`src/rtl/branch_resolve_bht.sv`:
```
// EX-stage branch resolution: decodes comparator flags into a branch outcome,
// predicts from a table of 2-bit saturating counters, and flags mispredictions.
module branch_resolve_bht #(
  parameter int BHT_ENTRIES = 64,
  parameter int IDX_W       = 6,
  parameter int CNT_W       = 32
) (
  input  logic             i_clk,
  input  logic             i_reset,
  input  logic [31:0]      i_id_pc,
  output logic             o_id_pred_taken,
  input  logic             i_ex_valid,
  input  logic             i_ex_is_br,
  input  logic             i_ex_stall,
  input  logic [2:0]       i_ex_funct3,
  input  logic [31:0]      i_ex_pc,
  input  logic [31:0]      i_ex_target,
  input  logic             i_ex_pred_taken,
  output logic             o_br_un,
  input  logic             i_br_less,
  input  logic             i_br_equal,
  output logic             o_ex_taken,
  output logic             o_redirect,
  output logic [31:0]      o_redirect_pc,
  output logic             o_flush,
  output logic [CNT_W-1:0] o_br_count,
  output logic [CNT_W-1:0] o_mispred_count
);

  logic [1:0]       bht_q [BHT_ENTRIES];
  logic [IDX_W-1:0] rd_idx;
  logic [IDX_W-1:0] wr_idx;
  logic [1:0]       ctr_cur;
  logic [1:0]       ctr_d;
  logic             active;
  logic             legal;
  logic             outcome;
  logic             fire;
  logic             mispred;
  logic [31:0]      seq_pc;
  logic [CNT_W-1:0] br_cnt_q, br_cnt_d;
  logic [CNT_W-1:0] mis_cnt_q, mis_cnt_d;
  logic             id_pc_unused;

  // Only the index bits of the ID PC address the table.
  assign id_pc_unused = ^{i_id_pc[31:IDX_W+2], i_id_pc[1:0]};

  assign rd_idx          = i_id_pc[IDX_W+1:2];
  assign wr_idx          = i_ex_pc[IDX_W+1:2];
  assign o_id_pred_taken = bht_q[rd_idx][1];
  assign o_br_un         = i_ex_funct3[2] & i_ex_funct3[1];

  // NOTE: every variable assigned in always_comb gets a default first, so no
  // path through the case can leave it unassigned and infer a latch.
  always_comb begin
    legal   = 1'b1;
    outcome = 1'b0;
    case (i_ex_funct3)
      3'b000:         outcome = i_br_equal;
      3'b001:         outcome = !i_br_equal;
      3'b100, 3'b110: outcome = i_br_less;
      3'b101, 3'b111: outcome = !i_br_less;
      default:        legal   = 1'b0;
    endcase
  end

  // Gating with the reset keeps redirect/flush low while the core is held.
  assign active        = i_reset & i_ex_valid & i_ex_is_br;
  assign o_ex_taken    = active & outcome;
  assign fire          = active & !i_ex_stall & legal;
  assign mispred       = fire & (o_ex_taken != i_ex_pred_taken);
  assign seq_pc        = i_ex_pc + 32'd4;
  assign o_redirect    = mispred;
  assign o_flush       = mispred;
  assign o_redirect_pc = (mispred && o_ex_taken) ? i_ex_target : seq_pc;

  always_comb begin
    ctr_cur = bht_q[wr_idx];
    ctr_d   = ctr_cur;
    if (o_ex_taken) begin
      if (ctr_cur != 2'b11) ctr_d = ctr_cur + 2'd1;
    end else begin
      if (ctr_cur != 2'b00) ctr_d = ctr_cur - 2'd1;
    end
  end

  assign br_cnt_d  = br_cnt_q + CNT_W'(1);
  assign mis_cnt_d = mispred ? mis_cnt_q + CNT_W'(1) : mis_cnt_q;

  // NOTE: the counter table is a flop array rather than a RAM because every
  // entry must return to weakly-not-taken on reset; a RAM macro cannot do that.
  // NOTE: sequential state uses non-blocking assignments so all flops sample
  // pre-edge values regardless of statement order.
  always_ff @(posedge i_clk or negedge i_reset) begin
    if (!i_reset) begin
      for (int i = 0; i < BHT_ENTRIES; i++) bht_q[i] <= 2'b01;
      br_cnt_q  <= '0;
      mis_cnt_q <= '0;
    end else if (fire) begin
      bht_q[wr_idx] <= ctr_d;
      br_cnt_q      <= br_cnt_d;
      mis_cnt_q     <= mis_cnt_d;
    end
  end

  assign o_br_count      = br_cnt_q;
  assign o_mispred_count = mis_cnt_q;

endmodule

```
`config.mk`:
```
export PLATFORM = sky130hd
export DESIGN_NAME = branch_resolve_bht
export DESIGN_NICKNAME = d
export VERILOG_FILES = /design/src/rtl/branch_resolve_bht.sv
export SDC_FILE = /design/constraint.sdc
export NUM_CORES = 1
export LEC_CHECK = 0
export ABC_AREA = 1
export BUFFER_PORTS_ARGS = -buffer_cell sky130_fd_sc_hd__buf_2
export CAP_MARGIN = 15
export CORE_ASPECT_RATIO = 0.7
export CORE_MARGIN = 4
export CORE_UTILIZATION = 38
export DETAILED_ROUTE_END_ITERATION = 6
export MAX_ROUTING_LAYER = met4
export PLACE_DENSITY = 0.55
export RECOVER_POWER = 100
export SYNTH_ARGS = -nofsm -noshare
export SYNTH_HDL_FRONTEND = slang
export SYNTH_SLANG_ARGS = --single-unit
```
`constraint.sdc`:
```
create_clock -name i_clk -period 2.05 [get_ports i_clk]
set_clock_uncertainty 0.1 [all_clocks]
set_input_delay 0.1025 -clock i_clk [delete_from_list [all_inputs] [get_ports i_clk]]
set_output_delay 0.1025 -clock i_clk [all_outputs]
set_load 0.03 [all_outputs]
```
==> results of run 1 <==
## final cells by class
type | instances | area share (%)
Multi-Input combinational cell | 1346 | 41.8
Sequential cell | 192 | 28.9
Timing Repair Buffer | 397 | 18.6
Inverter | 179 | 4.01
Tap cell | 412 | 3.05
Clock buffer | 18 | 2.54
Clock inverter | 14 | 1.14
## timing repair
item | CTS | global route
setup buffers | 7 | 13
setup endpoints to repair | 156 | 172
pin swaps | 27 | 77
cloned | 6 | 19
hold buffers | 2 | 0
hold endpoints to repair | 24 | 0
gates resized for setup | 83 | 245
## path summary, 6_finish.rpt
kind                            start         endpoint  cells after the start
max                         bht_q[95]  o_id_pred_taken                      8
min                        i_ex_stall   o_br_count[10]                      7
max reg2reg                bht_q[109]         bht_q[4]                     16
min reg2reg                  bht_q[8]         bht_q[8]                      2
max in group asynchronous     i_reset        bht_q[11]                      4
min in group asynchronous     i_reset        bht_q[31]                      3
## cells by family (layout without fill, tap and decap cells)
family                     count (synthesis)  after routing  synth area share (%)
DFF                                      192            192                  40.9
and+or+nand+nor                         1142           1143                  38.8
xor gates and xnor gates                  85             85                  6.24
AOI/OAI and AO/OA                        115            115                  5.34
buffers and inverters                    244            608                  8.43
adders and majority gates                  3              3                 0.314
## per-layer routing
metal	up-vias	routed length, µm	share of wire [%]
li1	6264	-	-
met1	6253	21700	47
met2	522	19600	42
met3	64	4170	9.0
met4	0	788	1.7
met5	-	0	0
## sequential cells by signal, indices dropped and copies added, names as in the netlist
| signal | cells |
|---|---|
| bht_q | 128 |
| o_mispred_count | 32 |
| o_br_count | 32 |
## report_power, final
group	switching, mW	internal (mW)	total, mW
clock network	1.68	1.97	3.66
registers	0.123	3.91	4.03
logic	1.44	0.899	2.34
## tightest hold or removal path, delay by kind of cell
family / cells / cell delay [ns]
AND/OR/NAND/NOR: 4 / 0.26
buffers and inverters: 2 / 0.21
XOR/XNOR: 1 / 0.07
## per-stage QoR
step                      utilization [%]  instance area (µm²)  power, mW
after floorplan                         -                11900       4.95
after global placement               47.8                14600       5.74
after detailed placement             47.8                14600       5.75
after CTS                            51.4                15700       9.55
after global routing                 55.4                16900       10.4
final                                55.4                16900       10.0
## layout by cell type, fill, tap and decap left out, types with 6 or more instances in the layout
cell / instances
xor2_1: 59
nand2_4: 28
o211ai_1: 20
clkbuf_4: 6
nor3_1: 33
nand2_2: 69
o21ai_2: 10
nor2_4: 7
dfstp_2: 64
nand4_1: 19
nand3_1: 53
buf_4: 158
clkbuf_16: 31
buf_12: 20
inv_1: 171
o21ai_0: 42
nand2_1: 666
a21oi_1: 14
clkbuf_1: 73
buf_16: 6
nor2_2: 9
nor2_1: 156
xnor2_1: 26
buf_6: 9
nand3_2: 71
nor4_1: 6
buf_2: 86
clkbuf_2: 19
dfrtp_1: 127
o21ai_1: 21
==> impl_metrics.csv, run 1 <==
group,metric,value,unit
placed_design,dp.cells,2480,
final_layout,multi_input_area,0.00706,mm²
worst_setup_path,critPathMaxFanout,2,
worst_setup_path,slowest_delay,0.38,ns
clocking,root_buffer,"clkbuf_16",
run_status,status,"complete, but fails checks",
global_route,antenna_found_initial,0,
clocking,cts_buffers,17,
clocking,clkTransAtPathRegs,0.08,ns
worst_hold_path,min_path_type,"in -> reg",
detailed_routing,vias,13103,
worst_setup_path,worst-path-buf-inv,2,
detailed_routing,wl_per_cell,18.1,µm
timing,hold_violations,0,
global_route,busiest_layer,"met1",
logic_synthesis,yosys.area.top_type,"dfrtp_1",
placed_design,place_ws,-0.329,ns
final_layout,antenna_cells,0,
timing,holdWs,0.120,ns
logic_synthesis,ys.flop_type,"dfrtp_1",
detailed_routing,drtPass1Iterations,6,
logic_synthesis,synth_edf_count,0,
detailed_routing,viasPerCell,5.12,
logic_synthesis,yosysMostFrequentCell,"nand2_1",
timing,maxSlewHeadroom,42.8,%
final_layout,fillCellCount,2998,
timing,fin_crit,2.27,ns
timing,period_share,111,%
detailed_routing,drc,0,
worst_setup_path,path_delay_family,"compound AO/OA/AOI/OAI gates",
timing,setup_viol,133,
detailed_routing,wl,46200,µm
timing,setup_tns,-21.20,ns
logic_synthesis,ys_seq_area_share,40.9,%
final_layout,fin_nets,2243,
placed_design,hpwlAfterDp,30000,µm
die,fp.dieW,220,µm
power,leakage,8.33,nW
timing,layout_setup_ws,-0.220,ns
logic_synthesis,ys_seq_elements,192,
global_route,grt_use_total,25.4,%
logic_synthesis,synth_area_per_cell,6.70,µm²
power,power.density,594,mW/mm²
detailed_routing,first_iter_violations,1373,
global_route,use_met2,35.9,%
global_route,grt.overflow.total,0,
power,irDropWorstVdd,0.487,mV
logic_synthesis,syn_area,0.0119,mm²
timing,slew_viol_final,0,
clocking,clockBufferDepth,2,
global_route,grt_first_pass_wirelength,66300,µm
worst_setup_path,worstSetupEndpointType,"output pin",
logic_synthesis,synthTopCellsByArea,"dfrtp_1 (27%), nand2_1 (24%), dfstp_2 (14%), inv_1 (5.5%), nand3_1 (5.4%)",
logic_synthesis,synthDistinctLibCells,35,
worst_setup_path,crit_required,1.85,ns
placed_design,gp_congestion,0.970,
placed_design,numPortBuffers,181,
global_route,grt_max_degree,115,
global_route,first_global_vias,11869,
logic_synthesis,synth_common_cells,"nand2_1 (762), inv_1 (175), nor2_1 (169)",
clocking,htree_num_levels,4,
die,die_h,156,µm
final_layout,fin_cells,2558,
final_layout,area_growth_syn_to_layout,41.5,%
worst_setup_path,r2r_setup_slack,-0.22,ns
logic_synthesis,synth_nets,1891,
timing,tightest_slew,0.858,ns
worst_setup_path,arrival,2.07,ns
worst_setup_path,path_class,"reg -> out",
final_layout,drive_above_1_share,30.0,%
die,initial_core_util,39.1,%
logic_synthesis,synthArstFlopShare,100,%
global_route,grt_util_met1,37.7,%
job,drv_cap,0,
detailed_routing,final_antenna_net_count,0,
clocking,cts.sinks,192,
die,coreArea,0.0305,mm²
worst_setup_path,start_kind,"flip-flop",
clocking,cts_tree,"done",
die,ios,208,
final_layout,seq_area,0.00489,mm²
timing,max_freq,441,MHz
logic_synthesis,synthCells,1781,
timing,rsz0062_at_grt,"yes",
worst_setup_path,cp_cell_sequence,"buf_4 > o21ai_0 > o21ai_1 > o211ai_1 > nand3_1 > nand2_2 > o21ai_2 > buf_6",
logic_synthesis,yosysWarnings,0,
clocking,clk_latency,0.46,ns
die,rows,53,
logic_synthesis,yosys.area.top_type_share,26.8,%
die,die_area,0.0344,mm²
worst_setup_path,critPathSlowestCell,"dfrtp_1",
global_route,grt.met3_usage,5.24,%
run_status,violations,"negative setup slack",
No activity file was read; power rests on OpenSTA's default activity.
==> run 2: changes to the inputs <==
--- a/config.mk
+++ b/config.mk
@@ -13,7 +13,6 @@
 export CORE_UTILIZATION = 38
 export DETAILED_ROUTE_END_ITERATION = 6
 export MAX_ROUTING_LAYER = met4
-export PLACE_DENSITY = 0.55
 export RECOVER_POWER = 100
 export SYNTH_ARGS = -nofsm -noshare
 export SYNTH_HDL_FRONTEND = slang
==> run 2 against run 1 <==
- largest cell class unchanged
- critical endpoint unchanged
- routed wire length shrank 2.9%
- global-route usage decreased by 1.3 points
- the flow still finishes with violations (negative setup slack)
- sequential share of layout area increased by 0.42 points
- setup slack improved by 0.012 ns
- flip-flop and latch count unchanged
==> impl_metrics.csv, run 2 (synthesized netlist as in run 1, its figures left out) <==
group,metric,value,unit
worst_setup_path,critPathMaxFanout,2,
final_layout,drive_above_1_share,30.0,%
detailed_routing,vias,13036,
clocking,clk_latency,0.46,ns
placed_design,placed_area,0.0146,mm²
timing,tightest_slew,0.908,ns
clocking,cts_tree,"done",
detailed_routing,wl_met1,20500,µm
die,die_area,0.0344,mm²
final_layout,antenna_cells,0,
detailed_routing,viasPerCell,5.13,
placed_design,gp_congestion,0.955,
die,coreArea,0.0305,mm²
clocking,clkTransAtPathRegs,0.08,ns
worst_setup_path,worstSetupEndpointType,"output pin",
worst_setup_path,path_delay_family,"compound AO/OA/AOI/OAI gates",
placed_design,dp.cells,2471,
timing,layout_setup_ws,-0.208,ns
clocking,htree_num_levels,4,
timing,max_freq,443,MHz
final_layout,largest_register,"bht_q",
worst_hold_path,min_path_type,"in -> reg",
placed_design,numPortBuffers,181,
placed_design,hpwlAfterDp,29500,µm
worst_setup_path,cp_cell_sequence,"buf_6 > o21ai_4 > o21ai_2 > o211ai_1 > nand3_1 > nand3_2 > o21ai_4 > buf_6",
power,irDropWorstVdd,0.804,mV
global_route,grt_max_degree,161,
clocking,clockBufferDepth,2,
detailed_routing,drtPass1Iterations,6,
worst_setup_path,path_class,"reg -> out",
final_layout,layout_commonest_cell,"nand2_1",
global_route,grt_first_pass_wirelength,63600,µm
clocking,cts.sinks,192,
timing,maxSlewHeadroom,39.5,%
detailed_routing,wl_met2,19500,µm
global_route,antenna_found_initial,0,
power,power.density,587,mW/mm²
timing,hold_violations,0,
worst_setup_path,critPathSlowestCell,"dfrtp_1",
clocking,root_buffer,"clkbuf_16",
timing,period_share,110,%
detailed_routing,first_iter_violations,1402,
detailed_routing,drc,0,
timing,fin_crit,2.26,ns
die,ios,208,
global_route,grt_use_total,24.1,%
die,fp.dieW,220,µm
detailed_routing,final_antenna_net_count,0,
final_layout,fin_area,0.0166,mm²
timing,slew_viol_final,0,
global_route,first_global_vias,11942,
worst_setup_path,crit_required,1.85,ns
global_route,grt.overflow.total,0,
worst_setup_path,start_kind,"flip-flop",
final_layout,area_growth_syn_to_layout,39.5,%
final_layout,fin_nets,2227,
detailed_routing,dr_wl_met3,3800,µm
run_status,violations,"negative setup slack",
final_layout,fin_cells,2542,
final_layout,largest_reg_flops,128,
worst_setup_path,worst-path-buf-inv,2,
detailed_routing,routed.top_layer,"met4",
timing,setup_viol,132,
job,drv_cap,0,
worst_setup_path,slowest_delay,0.40,ns
clocking,cts_buffers,17,
final_layout,final_cell_mix,"nand2_1 (656), inv_1 (174), buf_2 (153), nor2_1 (152), buf_4 (147)",
worst_setup_path,arrival,2.06,ns
power,leakage,8.46,nW
die,rows,53,
detailed_routing,wl,44800,µm
die,initial_core_util,39.1,%
run_status,status,"complete, but fails checks",
timing,rsz0062_at_grt,"yes",
detailed_routing,wl_per_cell,17.6,µm
die,die_h,156,µm
[run 2: changes by cell type in the layout (fill, tap and decap cells not counted), sizes merged]
| cell | before | now |
|---|---|---|
| buf | 283 | 338 |
| bufinv | 3 | 2 |
| clkbuf | 130 | 59 |
| clkinv | 5 | 6 |
| clkinvlp | 0 | 1 |
| inv | 185 | 183 |
| nand2 | 767 | 768 |
[run 2: what timing repair did]
action / 4_1_cts / 5_1_grt
hold buffers: 2 / 0
endpoints found under the setup margin: 121 / 176
setup buffers: 2 / 8
endpoints found under the hold margin: 32 / 0
gates cloned: 0 / 28
resized for setup: 22 / 237
pin swaps: 4 / 47
[run 2: layer usage]
metal / up-vias / track usage [%]
met5: - / -
met4: 0 / 5.80
met3: 78 / 5.45
met2: 553 / 35.0
met1: 6184 / 34.2
li1: 6221 / -
[run 2: stage by stage]
| stage | util (%) | setup TNS (ns) | hold WS (ns) | setup slack (ns) | total power [mW] |
|---|---|---|---|---|---|
| finish | 54.6 | -11.53 | 0.00930 | -0.208 | 9.77 |
| global route | 54.6 | -37.07 | 0.0338 | -0.229 | 10.1 |
| detailed placement | 47.7 | -27.56 | -0.173 | -0.241 | 5.79 |
| floorplan | - | 0 | -0.293 | 0.00204 | 4.95 |
| CTS | 50.0 | -0.162 | 0.0586 | -0.162 | 9.35 |
| global placement | 47.7 | -26.05 | -0.170 | -0.220 | 5.78 |
[run 2: worst paths after layout]
check	from	to	slack (ns)	depth (start not counted)
worst min-delay path	i_ex_stall	o_br_count[10]	0.009	6
worst max-delay path	bht_q[47]	o_id_pred_taken	-0.21	8
worst max register to register	bht_q[127]	bht_q[15]	-0.14	12
max in group asynchronous	i_reset	bht_q[29]	0.03	4
min in group asynchronous	i_reset	o_br_count[28]	0.43	3
worst min register to register	bht_q[76]	bht_q[76]	0.37	2
[run 2: cell type report]
cell class | instances | area, µm²
Clock buffer | 19 | 443
Clock inverter | 13 | 166
Fill cell | 2908 | 13900
Inverter | 179 | 681
Multi-Input combinational cell | 1347 | 6830
Sequential cell | 192 | 4890
Tap cell | 412 | 515
Timing Repair Buffer | 380 | 3130
[run 2: where the power goes]
group          internal (mW)  switching (mW)
clock network           1.89            1.67
registers               3.91           0.113
logic                  0.838            1.35
total                   6.64            3.13
[run 2: worst reg2reg max path, cell delays in order (launching register included)]
cell	delay (ns)
dfrtp_1	0.38
or2_2	0.27
nand3_1	0.07
nand2_1	0.05
o21ai_1	0.21
nand2_1	0.14
nor2_4	0.16
nand2_4	0.09
nand2_8	0.14
nand2_8	0.14
clkbuf_16	0.20
nand3_1	0.08
nand2_1	0.05
==> run 3: changes to the inputs <==
--- a/config.mk
+++ b/config.mk
@@ -8,7 +8,7 @@
 export ABC_AREA = 1
 export BUFFER_PORTS_ARGS = -buffer_cell sky130_fd_sc_hd__buf_2
 export CAP_MARGIN = 15
-export CORE_ASPECT_RATIO = 0.7
+export CORE_ASPECT_RATIO = 0.9
 export CORE_MARGIN = 4
 export CORE_UTILIZATION = 38
 export DETAILED_ROUTE_END_ITERATION = 6
==> run 3 against run 2 <==
- the flow still finishes with violations (negative setup slack)
- routed wire length fell by 3.7%
- clock-buffer cell count down 1
- die area fell by 0.12%
- design area is 1.9% lower
- final cell count down 1.3%
- hold slack better by 0.065 ns
- flip-flop and latch count stayed put
- utilization fell by 1.7 points
- critical endpoint unchanged
==> impl_metrics.csv, run 3 (synthesized netlist as in run 1, its figures left out) <==
group,metric,value,unit
placed_design,gp_congestion,0.943,
detailed_routing,wl,43200,µm
clocking,htree_num_levels,4,
power,intPower,6.31,mW
clocking,clk_latency,0.45,ns
die,die_area,0.0343,mm²
die,initial_core_util,38.6,%
die,ios,208,
worst_setup_path,path_delay_family,"compound AO/OA/AOI/OAI gates",
power,clkPwrFrac,36.6,%
final_layout,fin_nets,2197,
run_status,status,"complete, but fails checks",
clocking,clockBufferDepth,2,
power,p_comb_share,21.4,%
worst_setup_path,critPathSlowestCell,"dfrtp_1",
run_status,violations,"negative setup slack",
timing,hold_violations,0,
worst_setup_path,arrival,1.97,ns
worst_setup_path,crit_required,1.85,ns
worst_setup_path,worstSetupEndpointType,"output pin",
timing,slew_viol_final,0,
worst_setup_path,slowest_delay,0.42,ns
global_route,first_global_vias,11956,
final_layout,drive_above_1_share,28.4,%
worst_setup_path,start_kind,"flip-flop",
final_layout,layout_commonest_cell,"nand2_1",
timing,maxSlewHeadroom,25.5,%
detailed_routing,viasPerCell,5.15,
detailed_routing,drc,0,
timing,rsz0062_at_grt,"yes",
global_route,grt_max_degree,185,
timing,layout_setup_ws,-0.122,ns
timing,setup_viol,120,
global_route,grt_use_total,23.3,%
global_route,grt.overflow.total,0,
job,drv_cap,0,
worst_hold_path,min_path_type,"in -> reg",
clocking,cts.sinks,192,
global_route,antenna_found_initial,0,
power,fin_total_pwr,9.56,mW
power,power.density,585,mW/mm²
detailed_routing,drtPass1Iterations,6,
power,p_sw_share,34.0,%
clocking,clkTransAtPathRegs,0.08,ns
detailed_routing,vias,12932,
clocking,cts_buffers,17,
timing,tightest_slew,1.12,ns
die,rows,61,
die,fp.dieW,195,µm
final_layout,fin_cells,2509,
clocking,cts_tree,"done",
timing,period_share,106,%
clocking,root_buffer,"clkbuf_16",
placed_design,dp.cells,2445,
timing,max_freq,460,MHz
power,p_switching,3.25,mW
final_layout,area_growth_syn_to_layout,36.9,%
global_route,grt_first_pass_wirelength,63400,µm
worst_setup_path,worst-path-buf-inv,1,
placed_design,numPortBuffers,181,
worst_setup_path,path_class,"reg -> out",
worst_setup_path,critPathMostFrequentCell,"o211ai_1",
final_layout,largest_reg_flops,128,
power,leakage,8.06,nW
power,irDropWorstVdd,0.667,mV
timing,fin_crit,2.17,ns
power,seqPwrFrac,42.0,%
die,die_h,176,µm
final_layout,final_cell_mix,"nand2_1 (653), inv_1 (171), nor2_1 (152), dfrtp_1 (126), buf_4 (113)",
detailed_routing,final_antenna_net_count,0,
final_layout,largest_register,"bht_q",
detailed_routing,wl_per_cell,17.2,µm
die,coreArea,0.0309,mm²
placed_design,hpwlAfterDp,27800,µm
worst_setup_path,critPathMaxFanout,3,
detailed_routing,first_iter_violations,1178,
final_layout,antenna_cells,0,
worst_setup_path,cp_cell_sequence,"o21ai_0 > o211ai_1 > o211ai_1 > nand3_1 > nand2_2 > o21ai_2 > buf_6",
run 3: changes by cell type in the layout (fill, tap and decap cells not counted), moves of 8 or more:
cell,before,now
clkbuf_4,4,14
buf_4,147,113
nand3_1,107,64
clkbuf_16,36,28
clkbuf_1,16,73
buf_2,153,103
nand3_2,21,63
run 3: path summary, 6_finish.rpt:
kind                            start                 end  slack, ns  cells past startpoint
setup / recovery            bht_q[87]     o_id_pred_taken      -0.12                      7
hold / removal             i_ex_stall       o_br_count[2]       0.07                      7
setup reg to reg            bht_q[11]           bht_q[44]      -0.12                     14
hold reg to reg             bht_q[84]           bht_q[84]       0.36                      2
max in group asynchronous     i_reset       o_br_count[1]       0.13                      4
min in group asynchronous     i_reset  o_mispred_count[0]       0.18                      3
run 3: cell type report:
class,instances,area (µm²)
Clock buffer,18,439
Clock inverter,14,161
Fill cell,3018,14600
Inverter,179,672
Multi-Input combinational cell,1347,7070
Sequential cell,192,4890
Tap cell,409,512
Timing Repair Buffer,350,2600
run 3: repair_timing:
action / in CTS / in global routing
hold buffers: 1 / 0
resized for setup: 40 / 283
endpoints found under the hold margin: 8 / 0
setup endpoints to repair: 146 / 168
buffers inserted: 2 / 11
cloned: 0 / 19
pin swaps: 9 / 70
run 3: metrics by stage:
step	area, µm²	setup slack [ns]	setup TNS, ns	util, %	hold WS [ns]
after floorplan	11900	0.00204	0	-	-0.293
after global placement	14200	-0.261	-30.76	46.1	-0.0320
after detailed placement	14200	-0.264	-31.75	46.1	-0.0275
after CTS	15000	-0.0560	-0.0560	48.4	0.0155
after global routing	16300	-0.218	-17.02	52.9	0.134
final	16300	-0.122	-8.07	52.9	0.0747
run 3: power by group through the flow:
stage / logic (mW) / registers (mW) / clock network (mW)
CTS: 1.64 / 4.01 / 3.55
floorplan: 0.693 / 4.25 / 0
global placement: 1.61 / 4.08 / 0
global route: 2.17 / 4.04 / 3.72
detailed placement: 1.61 / 4.08 / 0
finish: 2.05 / 4.02 / 3.49
run 3: routing by layer:
metal / vias up / track usage (%) / wire length, µm
li1: 6151 / - / -
met1: 6146 / 31.2 / 18700
met2: 509 / 36.8 / 19600
met3: 126 / 4.14 / 3510
met4: 0 / 6.28 / 1450
met5: - / - / 0
run 3: worst reg2reg max path, delay by kind of cell, from the launching register on:
family | cells | cell delay, ns
DFF | 1 | 0.38
buffers and inverters | 3 | 0.45
AOI/OAI and AO/OA | 1 | 0.17
and+or+nand+nor | 10 | 1.02
